<file path="src/rtl/sram_access_ctrl.sv">
// Sequencing controller for a 6T SRAM word array: one request at a time,
// driving precharge, wordline, write-driver and sense-amp enables in fixed phase order.
//
// state | meaning
// IDLE  | ready for a request
// PRECH | bitline precharge/equalize, timed by cnt
// WLACT | wordline on; write drivers on for writes, timed by cnt
// SENSE | wordline held, sense amps on, read data captured
// RESP  | one-cycle response pulse
module sram_access_ctrl #(
    parameter int ADDR_W    = 4,
    parameter int DATA_W    = 8,
    parameter int PRECH_CYC = 1,
    parameter int WL_CYC    = 2
) (
    input  logic                   clk,
    input  logic                   rst,
    input  logic                   req_valid,
    output logic                   req_ready,
    input  logic                   req_we,
    input  logic [ADDR_W-1:0]      req_addr,
    input  logic [DATA_W-1:0]      req_wdata,
    output logic                   rsp_valid,
    output logic [DATA_W-1:0]      rsp_rdata,
    output logic                   prech_en,
    output logic [(1<<ADDR_W)-1:0] wl,
    output logic                   wr_en,
    output logic [DATA_W-1:0]      bl_data,
    output logic                   sae,
    input  logic [DATA_W-1:0]      sa_data
);

    localparam int NUM_WL = 1 << ADDR_W;
    localparam int MAX_CYC = (PRECH_CYC > WL_CYC) ? PRECH_CYC : WL_CYC;
    localparam int CNT_W = $clog2(MAX_CYC) + 1;

    typedef enum logic [2:0] {
        S_IDLE  = 3'd0,
        S_PRECH = 3'd1,
        S_WLACT = 3'd2,
        S_SENSE = 3'd3,
        S_RESP  = 3'd4
    } state_t;

    state_t              state_q, state_d;
    logic [CNT_W-1:0]    cnt_q, cnt_d;
    logic                we_q, we_d;
    logic [ADDR_W-1:0]   addr_q, addr_d;
    logic [DATA_W-1:0]   wdata_q, wdata_d;
    logic [DATA_W-1:0]   rdata_q, rdata_d;

    logic                req_ready_q, req_ready_d;
    logic                rsp_valid_q, rsp_valid_d;
    logic                prech_en_q, prech_en_d;
    logic [NUM_WL-1:0]   wl_q, wl_d;
    logic                wr_en_q, wr_en_d;
    logic [DATA_W-1:0]   bl_data_q, bl_data_d;
    logic                sae_q, sae_d;

    always_ff @(posedge clk) begin
        if (rst) begin
            state_q     <= S_IDLE;
            cnt_q       <= '0;
            we_q        <= 1'b0;
            addr_q      <= '0;
            wdata_q     <= '0;
            rdata_q     <= '0;
            req_ready_q <= 1'b1;
            rsp_valid_q <= 1'b0;
            prech_en_q  <= 1'b0;
            wl_q        <= '0;
            wr_en_q     <= 1'b0;
            bl_data_q   <= '0;
            sae_q       <= 1'b0;
        end else begin
            state_q     <= state_d;
            cnt_q       <= cnt_d;
            we_q        <= we_d;
            addr_q      <= addr_d;
            wdata_q     <= wdata_d;
            rdata_q     <= rdata_d;
            req_ready_q <= req_ready_d;
            rsp_valid_q <= rsp_valid_d;
            prech_en_q  <= prech_en_d;
            wl_q        <= wl_d;
            wr_en_q     <= wr_en_d;
            bl_data_q   <= bl_data_d;
            sae_q       <= sae_d;
        end
    end

    always_comb begin
        state_d = state_q;
        cnt_d   = cnt_q;
        we_d    = we_q;
        addr_d  = addr_q;
        wdata_d = wdata_q;
        rdata_d = rdata_q;
        case (state_q)
            S_IDLE: begin
                if (req_valid && req_ready_q) begin
                    we_d    = req_we;
                    addr_d  = req_addr;
                    wdata_d = req_wdata;
                    cnt_d   = CNT_W'(PRECH_CYC);
                    state_d = S_PRECH;
                end
            end
            S_PRECH: begin
                if (cnt_q == CNT_W'(1)) begin
                    cnt_d   = CNT_W'(WL_CYC);
                    state_d = S_WLACT;
                end else begin
                    cnt_d = cnt_q - CNT_W'(1);
                end
            end
            S_WLACT: begin
                if (cnt_q == CNT_W'(1)) begin
                    state_d = we_q ? S_RESP : S_SENSE;
                end else begin
                    cnt_d = cnt_q - CNT_W'(1);
                end
            end
            S_SENSE: begin
                rdata_d = sa_data;
                state_d = S_RESP;
            end
            S_RESP: begin
                state_d = S_IDLE;
            end
            default: begin
                state_d = S_IDLE;
            end
        endcase
    end

    // Array outputs are decoded from the upcoming state so each flop is glitch-free
    // and lines up with the state it belongs to.
    always_comb begin
        req_ready_d = (state_d == S_IDLE);
        rsp_valid_d = (state_d == S_RESP);
        prech_en_d  = (state_d == S_PRECH);
        sae_d       = (state_d == S_SENSE);
        wr_en_d     = (state_d == S_WLACT) && we_d;
        bl_data_d   = wr_en_d ? wdata_d : '0;
        wl_d        = '0;
        if ((state_d == S_WLACT) || (state_d == S_SENSE)) begin
            wl_d = NUM_WL'(1) << addr_d;
        end
    end

    assign req_ready = req_ready_q;
    assign rsp_valid = rsp_valid_q;
    assign rsp_rdata = rdata_q;
    assign prech_en  = prech_en_q;
    assign wl        = wl_q;
    assign wr_en     = wr_en_q;
    assign bl_data   = bl_data_q;
    assign sae       = sae_q;

endmodule

</file>
<file path="config.mk">
export PLATFORM = sky130hd
export DESIGN_NAME = sram_access_ctrl
export DESIGN_NICKNAME = d
export VERILOG_FILES = /design/src/rtl/sram_access_ctrl.sv
export SDC_FILE = /design/constraint.sdc
export NUM_CORES = 1
export LEC_CHECK = 0
export BUFFER_PORTS_ARGS = -buffer_cell sky130_fd_sc_hd__buf_4
export CAP_MARGIN = 20
export CORE_ASPECT_RATIO = 0.8
export CORE_MARGIN = 4
export CORE_UTILIZATION = 50
export DETAILED_ROUTE_END_ITERATION = 8
export PLACE_DENSITY_LB_ADDON = 0.15
export SKIP_LAST_GASP = 1
export SYNTH_ARGS = -nofsm -noshare
export SYNTH_HDL_FRONTEND = slang
export SYNTH_SLANG_ARGS = --single-unit
</file>
<file path="constraint.sdc">
create_clock -name clk -period 2.4 [get_ports clk]
set_input_delay 0.12 -clock clk [delete_from_list [all_inputs] [get_ports clk]]
set_output_delay 0.12 -clock clk [all_outputs]
set_load 0.01 [all_outputs]
</file>
==> impl_metrics.toml, run 1 <==
[final_layout]
multi_input_comb_area_um2 = 894.6
area_growth_pct = 27.17
final-seq-area_um2 = 1101
diodes = 0
fin_nets = 294
drive_gt1_share_pct = 30.34
final_cells = 322
fill_cells = 349

[sta]
fin_ws_ns = 0.4879
min_period_ns = 1.912
fin_worst_skew_ns = 0.001927
setup-tns-final_ns = 0
slew_violations = 0
rsz0062_at_grt = "no"
hold_viol_final = 0
worst_pin_slew_ns = 0.5608
fin_crit_sh_pct = 79.67
slew_headroom_pct = 62.56
max_freq_ghz = 0.5230
setup_violations = 0

[clock_network]
cts_resized = 0
clk_pin_slew_ns = 0.09
cts_tree = "done"
cts_hold_buf = 0
insertion_delay_ns = 0.30
clock_sinks = 55
cts_buffers = 5
h-tree-depth = 2
cts_root_buf = "clkbuf_8"
postCtsSetupBuffers = 0
ctsLongestPathBuffers = 2

[drt]
final_antenna_net_count = 0
wl_mm = 4.160
first_pass_iters = 5
dr.first_iter.drc_count = 165
vias_per_cell = 4.988
avgRoutedWirePerCell_um = 12.92
num_vias = 1606
drcViolationCount = 0

[floorplanning]
die_h_um = 65.84
die_area_um2 = 5287
rows = 20
start_util_pct = 53.56
ios = 61
die_x_um = 80.30
core_um2 = 3904

[yosys]
async_flop_share_pct = 0
syn_nets = 237
synth_seq_area_share_pct = 52.66
yosysTopAreaCell = "dfxtp_1"
synth.avg_cell_area_um2 = 9.956
syn_area_um2 = 2091
synth-edff-count = 0
yosys.cell_types.count = 38
synth_warnings = 0
synthTopCellsByArea = "dfxtp_1 53%, mux2i_1 8.6%, nor2_1 8.4%"
syn_inst = 210
synthTopCellsByCount = "55 x dfxtp_1, 47 x nor2_1, 18 x mux2i_1"
netlist.area_leader.share_pct = 52.66
synth.most_common_cell = "dfxtp_1"
ys_ff_latch = 55
synth_ff_type = "dfxtp_1"

[critical_path]
critical_path_arrival_ns = 2.10
path_max_fanout = 16
cpPeakStageDelay_ns = 0.51
timing.rr.start = "state_q[1]"
crit_type = "reg -> reg"
r2r_slack_ns = 0.49
critPathCaptureType = "flip-flop"
slowest_stage = "nand4bb_1"
r2r.worst_path.cells = 4
startpoint_type = "flip-flop"
crit_chain = "nand4bb_1, nor2_8, mux2i_1, nor2_1"
worst_r2r_endpoint = "wl[1]"
crit_start = "state_q[1]"
crit_required_ns = 2.58
crit_end = "wl[1]"

[global_route]
grt_start_max_net_pins = 26
grt_pass1_wl_mm = 6.810
first_global_vias = 1494
grtUsageTotal_pct = 16.52
antenna_found_initial = 0
grt.overflow.total = 0

[placement]
gp_routability_congestion = 0.8317
dp_hpwl_mm = 2.992
numPortBuffers = 60
place_ws_ns = 0.5242
dp.cells = 315

[power]
powerDensity_nw_per_um2 = 694.3
cellLeakagePower_nw = 1.216
vdd.ir_drop.worst_mv = 0.6284

[min_path]
hold_class = "in -> reg"

[run_status]
status = "complete, no violations"

[flow_run]
max_cap_violations = 0
## cell usage in the layout (no fill, tap or decap), types with 2 or more instances in the layout
cell type,count
buf_4,60
dfxtp_1,55
nor2_1,47
mux2i_1,18
a21oi_1,12
inv_1,8
nand2b_1,6
nand2_1,6
clkbuf_8,5
nor4_1,4
a211oi_2,4
o211ai_1,4
nand3b_1,3
a31oi_1,3
ha_1,3
and2_1,2
o21ai_1,2
inv_2,2
o21ai_0,2
o211a_1,2
a211o_1,2
## worst max-delay path: cells and delay by family (launching register included)
kind,cells,cell delay [ns]
mux,1,0.36
simple gates,3,1.00
flops,1,0.43
## how the worst min path moves through the flow
| stage | startpoint | to | slack [ns] | cells after the start |
|---|---|---|---|---|
| 2_1_floorplan | req_addr[1] | addr_q[1] | 0.26 | 2 |
| 4_1_cts | sa_data[4] | rsp_rdata[4] | 0.04 | 3 |
| 5_1_grt | sa_data[4] | rsp_rdata[4] | 0.04 | 3 |
| 6_report | sa_data[0] | rsp_rdata[0] | 0.05 | 3 |
| 3_5_place_dp | sa_data[0] | rsp_rdata[0] | 0.36 | 3 |
| 3_3_place_gp | sa_data[2] | rsp_rdata[2] | 0.35 | 3 |
## kinds of logic (layout without fill, tap and decap cells)
kind of cell    Yosys count  in the layout  synth area share (%)
compound gates           37             37                 13.83
fa+ha+maj                 3              3                 1.796
buf+inv                  20             77                 4.549
flops                    55             55                 52.66
mux                      18             18                 8.617
simple gates             77             77                 18.55
## layer usage
metal / GRT usage (%) / up-vias / wire length (µm)
met1: 22.54 / 718 / 1952
met3: 6.131 / 0 / 385
met4: 4.219 / 0 / 0
met5: 0 / - / 0
li1: - / 825 / -
met2: 24.69 / 63 / 1822
## final cells by class
| class | instances | area share [%] |
|---|---|---|
| well taps | 55 | 2.588 |
| clock inverters | 2 | 1.412 |
| clock buffers | 5 | 2.588 |
| flip-flops and latches | 55 | 41.41 |
| multi-input cells | 135 | 33.65 |
| inverters | 10 | 1.412 |
| repair buffers | 60 | 16.94 |
## registers in the layout, indices dropped and copies added (netlist names)
register and cells:
sae 1, cnt_q 2, req_ready 1, wr_en 1, rsp_valid 1, state_q 3
rsp_rdata 8, addr_q 4, prech_en 1, bl_data 8, wdata_q 8, we_q 1
wl 16
## stage by stage
stage	instance area, µm²	util (%)	total power, mW	hold slack [ns]
floorplan	2091	-	1.204	0.2560
global route	2659	68.11	1.938	0.03689
global placement	2552	65.38	1.272	0.3471
finish	2659	68.11	1.846	0.04600
CTS	2659	68.11	1.856	0.04136
detailed placement	2552	65.38	1.277	0.3593
## where the power goes
part           switching [mW]  leakage (nW)  internal [mW]
combinational           0.149         0.720          0.122
sequential             0.0345         0.446          0.952
clock                   0.283        0.0502          0.305
total                   0.467          1.22           1.38
Power figures use the tool's default switching activity.
==> run 2: changes to the inputs <==
- clock period: 2.4 -> 1.8 ns (I/O delays scaled with it)
==> run 2 against run 1 <==
  * Clock power grew 34%
  * Setup slack lost 0.30 ns
  * Critical path depth grew 2
  * Sequential share of layout area shrank 0.77 points
  * Largest cell class unchanged
  * Total power grew 35%
  * Via count grew 2.8%
  * Final cell count grew 1.9%
  * Largest power group unchanged
  * Routed wire length grew 1.3%
  * First-iteration DRC count shrank 15%
==> impl_metrics.toml, run 2 (synthesis gave the netlist of run 1 again) <==
[drt]
wl_mm = 4.215
drt-met1-wl_mm = 1.974
route.met2.wl_mm = 1.840
num_vias = 1651
vias_per_cell = 5.034
wl_met3_um = 352
final_antenna_net_count = 0
drcViolationCount = 0
dr.first_iter.drc_count = 141
avgRoutedWirePerCell_um = 12.85
highest_layer = "met4"
first_pass_iters = 4

[floorplanning]
die_x_um = 80.30
start_util_pct = 53.56
core_um2 = 3904
ios = 61
die_area_um2 = 5287
die_h_um = 65.84
rows = 20

[global_route]
grtUsageTotal_pct = 17.24
grt_pass1_wl_mm = 7.141
grt_start_max_net_pins = 26
first_global_vias = 1560
grt.overflow.total = 0
antenna_found_initial = 0

[sta]
fin_ws_ns = 0.1886
min_period_ns = 1.611
rsz0062_at_grt = "no"
setup-tns-final_ns = 0
setup_violations = 0
slew_headroom_pct = 69.74
fin_crit_sh_pct = 89.52
slew_violations = 0
fin_worst_skew_ns = 0.004513
max_freq_ghz = 0.6206
hold_viol_final = 0
worst_pin_slew_ns = 0.4520

[clock_network]
clk_pin_slew_ns = 0.09
ctsLongestPathBuffers = 2
h-tree-depth = 2
postCtsSetupBuffers = 0
cts_hold_buf = 0
cts_root_buf = "clkbuf_8"
insertion_delay_ns = 0.30
clock_sinks = 55
cts_tree = "done"
cts_resized = 0
cts_buffers = 5

[critical_path]
critPathCaptureType = "flip-flop"
crit_required_ns = 2.04
path_max_fanout = 7
critical_path_arrival_ns = 1.85
crit_type = "reg -> reg"
startpoint_type = "flip-flop"

[final_layout]
layout_commonest_cell = "buf_4"
layout_common_cells = "66 x buf_4, 55 x dfxtp_1, 47 x nor2_1"
fin_nets = 300
largest_reg_flops = 16
drive_gt1_share_pct = 32.60
area_growth_pct = 29.56
diodes = 0

[power]
powerDensity_nw_per_um2 = 918.6
cellLeakagePower_nw = 1.245
vdd.ir_drop.worst_mv = 0.7396

[min_path]
hold_class = "in -> reg"

[placement]
gp_routability_congestion = 0.8575
numPortBuffers = 60
dp_hpwl_mm = 3.070
place_ws_ns = 0.1524

[run_status]
status = "complete, no violations"

[flow_run]
max_cap_violations = 0
==> run 2: power breakdown <==
part	leakage (nW)	internal (mW)	switching, mW	total, mW
Sequential	0.446	1.27	0.0332	1.30
Clock	0.0502	0.407	0.383	0.790
Combinational	0.749	0.181	0.215	0.396
==> run 2: worst paths after layout <==
| path | to | cells after the start | start | slack [ns] |
|---|---|---|---|---|
| setup / recovery | wl[0] | 6 | cnt_q[1] | 0.19 |
| hold / removal | rsp_rdata[3] | 3 | sa_data[3] | 0.01 |
| setup reg to reg | wl[0] | 6 | cnt_q[1] | 0.19 |
| hold reg to reg | wdata_q[2] | 2 | wdata_q[2] | 0.49 |
==> run 2: worst max-delay path, cell delays in order, from the launching register on <==
cell	delay [ns]
dfxtp_1	0.35
inv_1	0.09
ha_1	0.22
and2_1	0.20
o21ai_4	0.29
o211ai_1	0.26
nor2_1	0.14
==> run 2: layer usage <==
layer  vias to the layer above  track usage [%]
li1                        829                -
met1                       760            23.72
met2                        54            26.55
met3                         8            5.041
met4                         0            4.430
met5                         -                0
==> run 2: cell type report <==
cell class | count | area, µm²
Clock buffer | 5 | 68.82
Inverter | 10 | 37.54
Clock inverter | 2 | 37.54
Sequential cell | 55 | 1101
Multi-Input combinational cell | 135 | 899.6
Timing Repair Buffer | 66 | 495.5
Fill cell | 334 | 1195
Tap cell | 55 | 68.82
==> run 2: stage by stage <==
step                area [µm²]  std cells  power (mW)  hold WS [ns]  util, %
CTS                       2704        328       2.498       0.01071    69.26
floorplan                 2091        210       1.605        0.2260        -
detailed placement        2597        321       1.722        0.3300    66.54
global placement          2597        321       1.715        0.3166    66.54
global route              2709        328       2.613       0.01103    69.39
finish                    2709        328       2.488       0.01459    69.39
==> run 3: changes to the inputs <==
- CELL_PAD_IN_SITES_DETAIL_PLACEMENT: not set -> 2
- CELL_PAD_IN_SITES_GLOBAL_PLACEMENT: not set -> 2
- CORE_UTILIZATION: 50 -> 30
- SLEW_MARGIN: not set -> 10
==> run 3 against run 2 <==
  * Worst hold slack worse by 0.0056 ns
  * Die area up 58%
  * Non-clock buffer count up 1
  * Clock skew up 0.0074 ns
  * Utilization down 28 points
  * Via count up 2.0%
  * Count of clock-buffer cells in the layout up 1
  * Maximum frequency down 0.62%
  * Sequential share of layout area down 0.23 points
  * Combinational power up 5%
  * Total power down 3.8%
  * Sequential power about the same
  * Critical endpoint is now wl[10]
==> impl_metrics.toml, run 3 (synthesis gave the netlist of run 1 again) <==
[sta]
fin_crit_sh_pct = 90.08
max_freq_ghz = 0.6168
fin_worst_skew_ns = 0.01190
setup_violations = 0
rsz0062_at_grt = "no"
worst_pin_slew_ns = 0.4387
slew_headroom_pct = 70.63
hold_viol_final = 0
slew_violations = 0
min_period_ns = 1.621
setup-tns-final_ns = 0

[critical_path]
r2r_slack_ns = 0.18
startpoint_type = "flip-flop"
crit_type = "reg -> reg"
worst_r2r_endpoint = "wl[10]"
crit_required_ns = 2.05
critical_path_arrival_ns = 1.87
path_max_fanout = 7
r2r.worst_path.cells = 6
timing.rr.start = "cnt_q[1]"
critPathCaptureType = "flip-flop"

[global_route]
grt_start_max_net_pins = 26
antenna_found_initial = 0
grt.overflow.total = 0
grt_pass1_wl_mm = 8.921
first_global_vias = 1796
grtUsageTotal_pct = 13.75

[placement]
gp_routability_congestion = 0.7646
numPortBuffers = 60
dp_hpwl_mm = 4.127

[drt]
drcViolationCount = 0
avgRoutedWirePerCell_um = 15.33
dr.first_iter.drc_count = 35
num_vias = 1684
final_antenna_net_count = 0
wl_mm = 5.503
vias_per_cell = 4.691
first_pass_iters = 4

[clock_network]
ctsLongestPathBuffers = 2
clk_pin_slew_ns = 0.10
cts_root_buf = "clkbuf_8"
postCtsSetupBuffers = 0
clock_sinks = 55
insertion_delay_ns = 0.31
cts_tree = "done"
h-tree-depth = 2
cts_buffers = 5

[power]
switching_share_pct = 27.86
vdd.ir_drop.worst_mv = 0.3462
powerDensity_nw_per_um2 = 878.0
p_int_mw = 1.728
p_clk_share_pct = 28.1
comb_power_share_pct = 17.3
cellLeakagePower_nw = 1.239
switching_power_mw = 0.6673
seqPwrFrac_pct = 54.6

[final_layout]
diodes = 0
largest_reg_flops = 16
utilization_pct = 41.51
layout_commonest_cell = "buf_4"
layout_common_cells = "67 x buf_4, 54 x dfxtp_1, 47 x nor2_1"
fin_nets = 301
drive_gt1_share_pct = 32.73
fill_cells = 749
area_growth_pct = 30.46

[floorplanning]
core_um2 = 6571
start_util_pct = 31.82
die_x_um = 101.3
ios = 61
die_h_um = 82.67
rows = 26
die_area_um2 = 8377

[min_path]
whs_path_depth = 3
hold_end = "rsp_rdata[2]"
hold_start = "sa_data[2]"
hold_class = "in -> reg"

[run_status]
status = "complete, no violations"

[flow_run]
max_cap_violations = 0
## run 3: cell count changes in the layout (fill, tap and decap cells not counted), sizes merged
cell	change
buf	+1
clkbuf	+1
bufinv	-1
clkinv	+1
## run 3: critical path, stage by stage, from the launching register on
cell and delay [ns]:
dfxtp_1 0.35, inv_1 0.08, ha_1 0.21, and2_1 0.20, o21ai_4 0.31, o211ai_1 0.25, nor2_1 0.17
## run 3: stage by stage
step	power [mW]	instance area [µm²]	hold slack (ns)	cells	worst slack (ns)
after floorplan	1.605	2091	0.2260	210	0.4125
after global placement	1.748	2641	0.3214	351	0.09074
after detailed placement	1.753	2641	0.3326	351	0.09339
after CTS	2.435	2726	0.005819	359	0.03724
after global routing	2.544	2728	0.008260	359	0.02497
final	2.395	2728	0.008991	359	0.1786
## run 3: metal layers
| layer | GRT usage [%] | vias to the layer above | share of wire (%) |
|---|---|---|---|
| met5 | 0 | - | 0 |
| met4 | 3.984 | 0 | 1.0 |
| met3 | 3.107 | 7 | 3.7 |
| met2 | 23.50 | 29 | 49 |
| met1 | 17.41 | 804 | 46 |
| li1 | - | 844 | - |
## run 3: worst max path at each step
stage                         start    endpoint  slack [ns]  depth (start not counted)
after floorplan           req_ready  bl_data[1]        0.41                          6
after global placement    req_ready      wl[11]        0.09                          4
after detailed placement  req_ready      wl[11]        0.09                          4
after CTS                 req_ready      wl[11]        0.04                          4
after global routing       cnt_q[1]      wl[11]        0.02                          6
final                      cnt_q[1]      wl[10]        0.18                          6
## run 3: power by group through the flow
| stage | clock (mW) | sequential [mW] | combinational [mW] |
|---|---|---|---|
| 3_5_place_dp | 0 | 1.34 | 0.417 |
| 4_1_cts | 0.704 | 1.31 | 0.421 |
| 5_1_grt | 0.761 | 1.32 | 0.465 |
| 2_1_floorplan | 0 | 1.33 | 0.275 |
| 6_report | 0.673 | 1.31 | 0.414 |
| 3_3_place_gp | 0 | 1.33 | 0.414 |
## run 3: layout make-up
cell class | instances | area, µm² | area share (%)
Clock inverter | 2 | 12.51 | 0.4587
Timing Repair Buffer | 67 | 503.0 | 18.44
Multi-Input combinational cell | 135 | 894.6 | 32.80
Inverter | 10 | 37.54 | 1.376
Clock buffer | 6 | 72.57 | 2.661
Tap cell | 84 | 105.1 | 3.853
Sequential cell | 55 | 1102 | 40.41
## run 3: timing repair
| item | 4_1_cts | 5_1_grt |
|---|---|---|
| hold buffers | 0 | 0 |
| resized for setup | 0 | 2 |
| setup endpoints to repair | 0 | 20 |
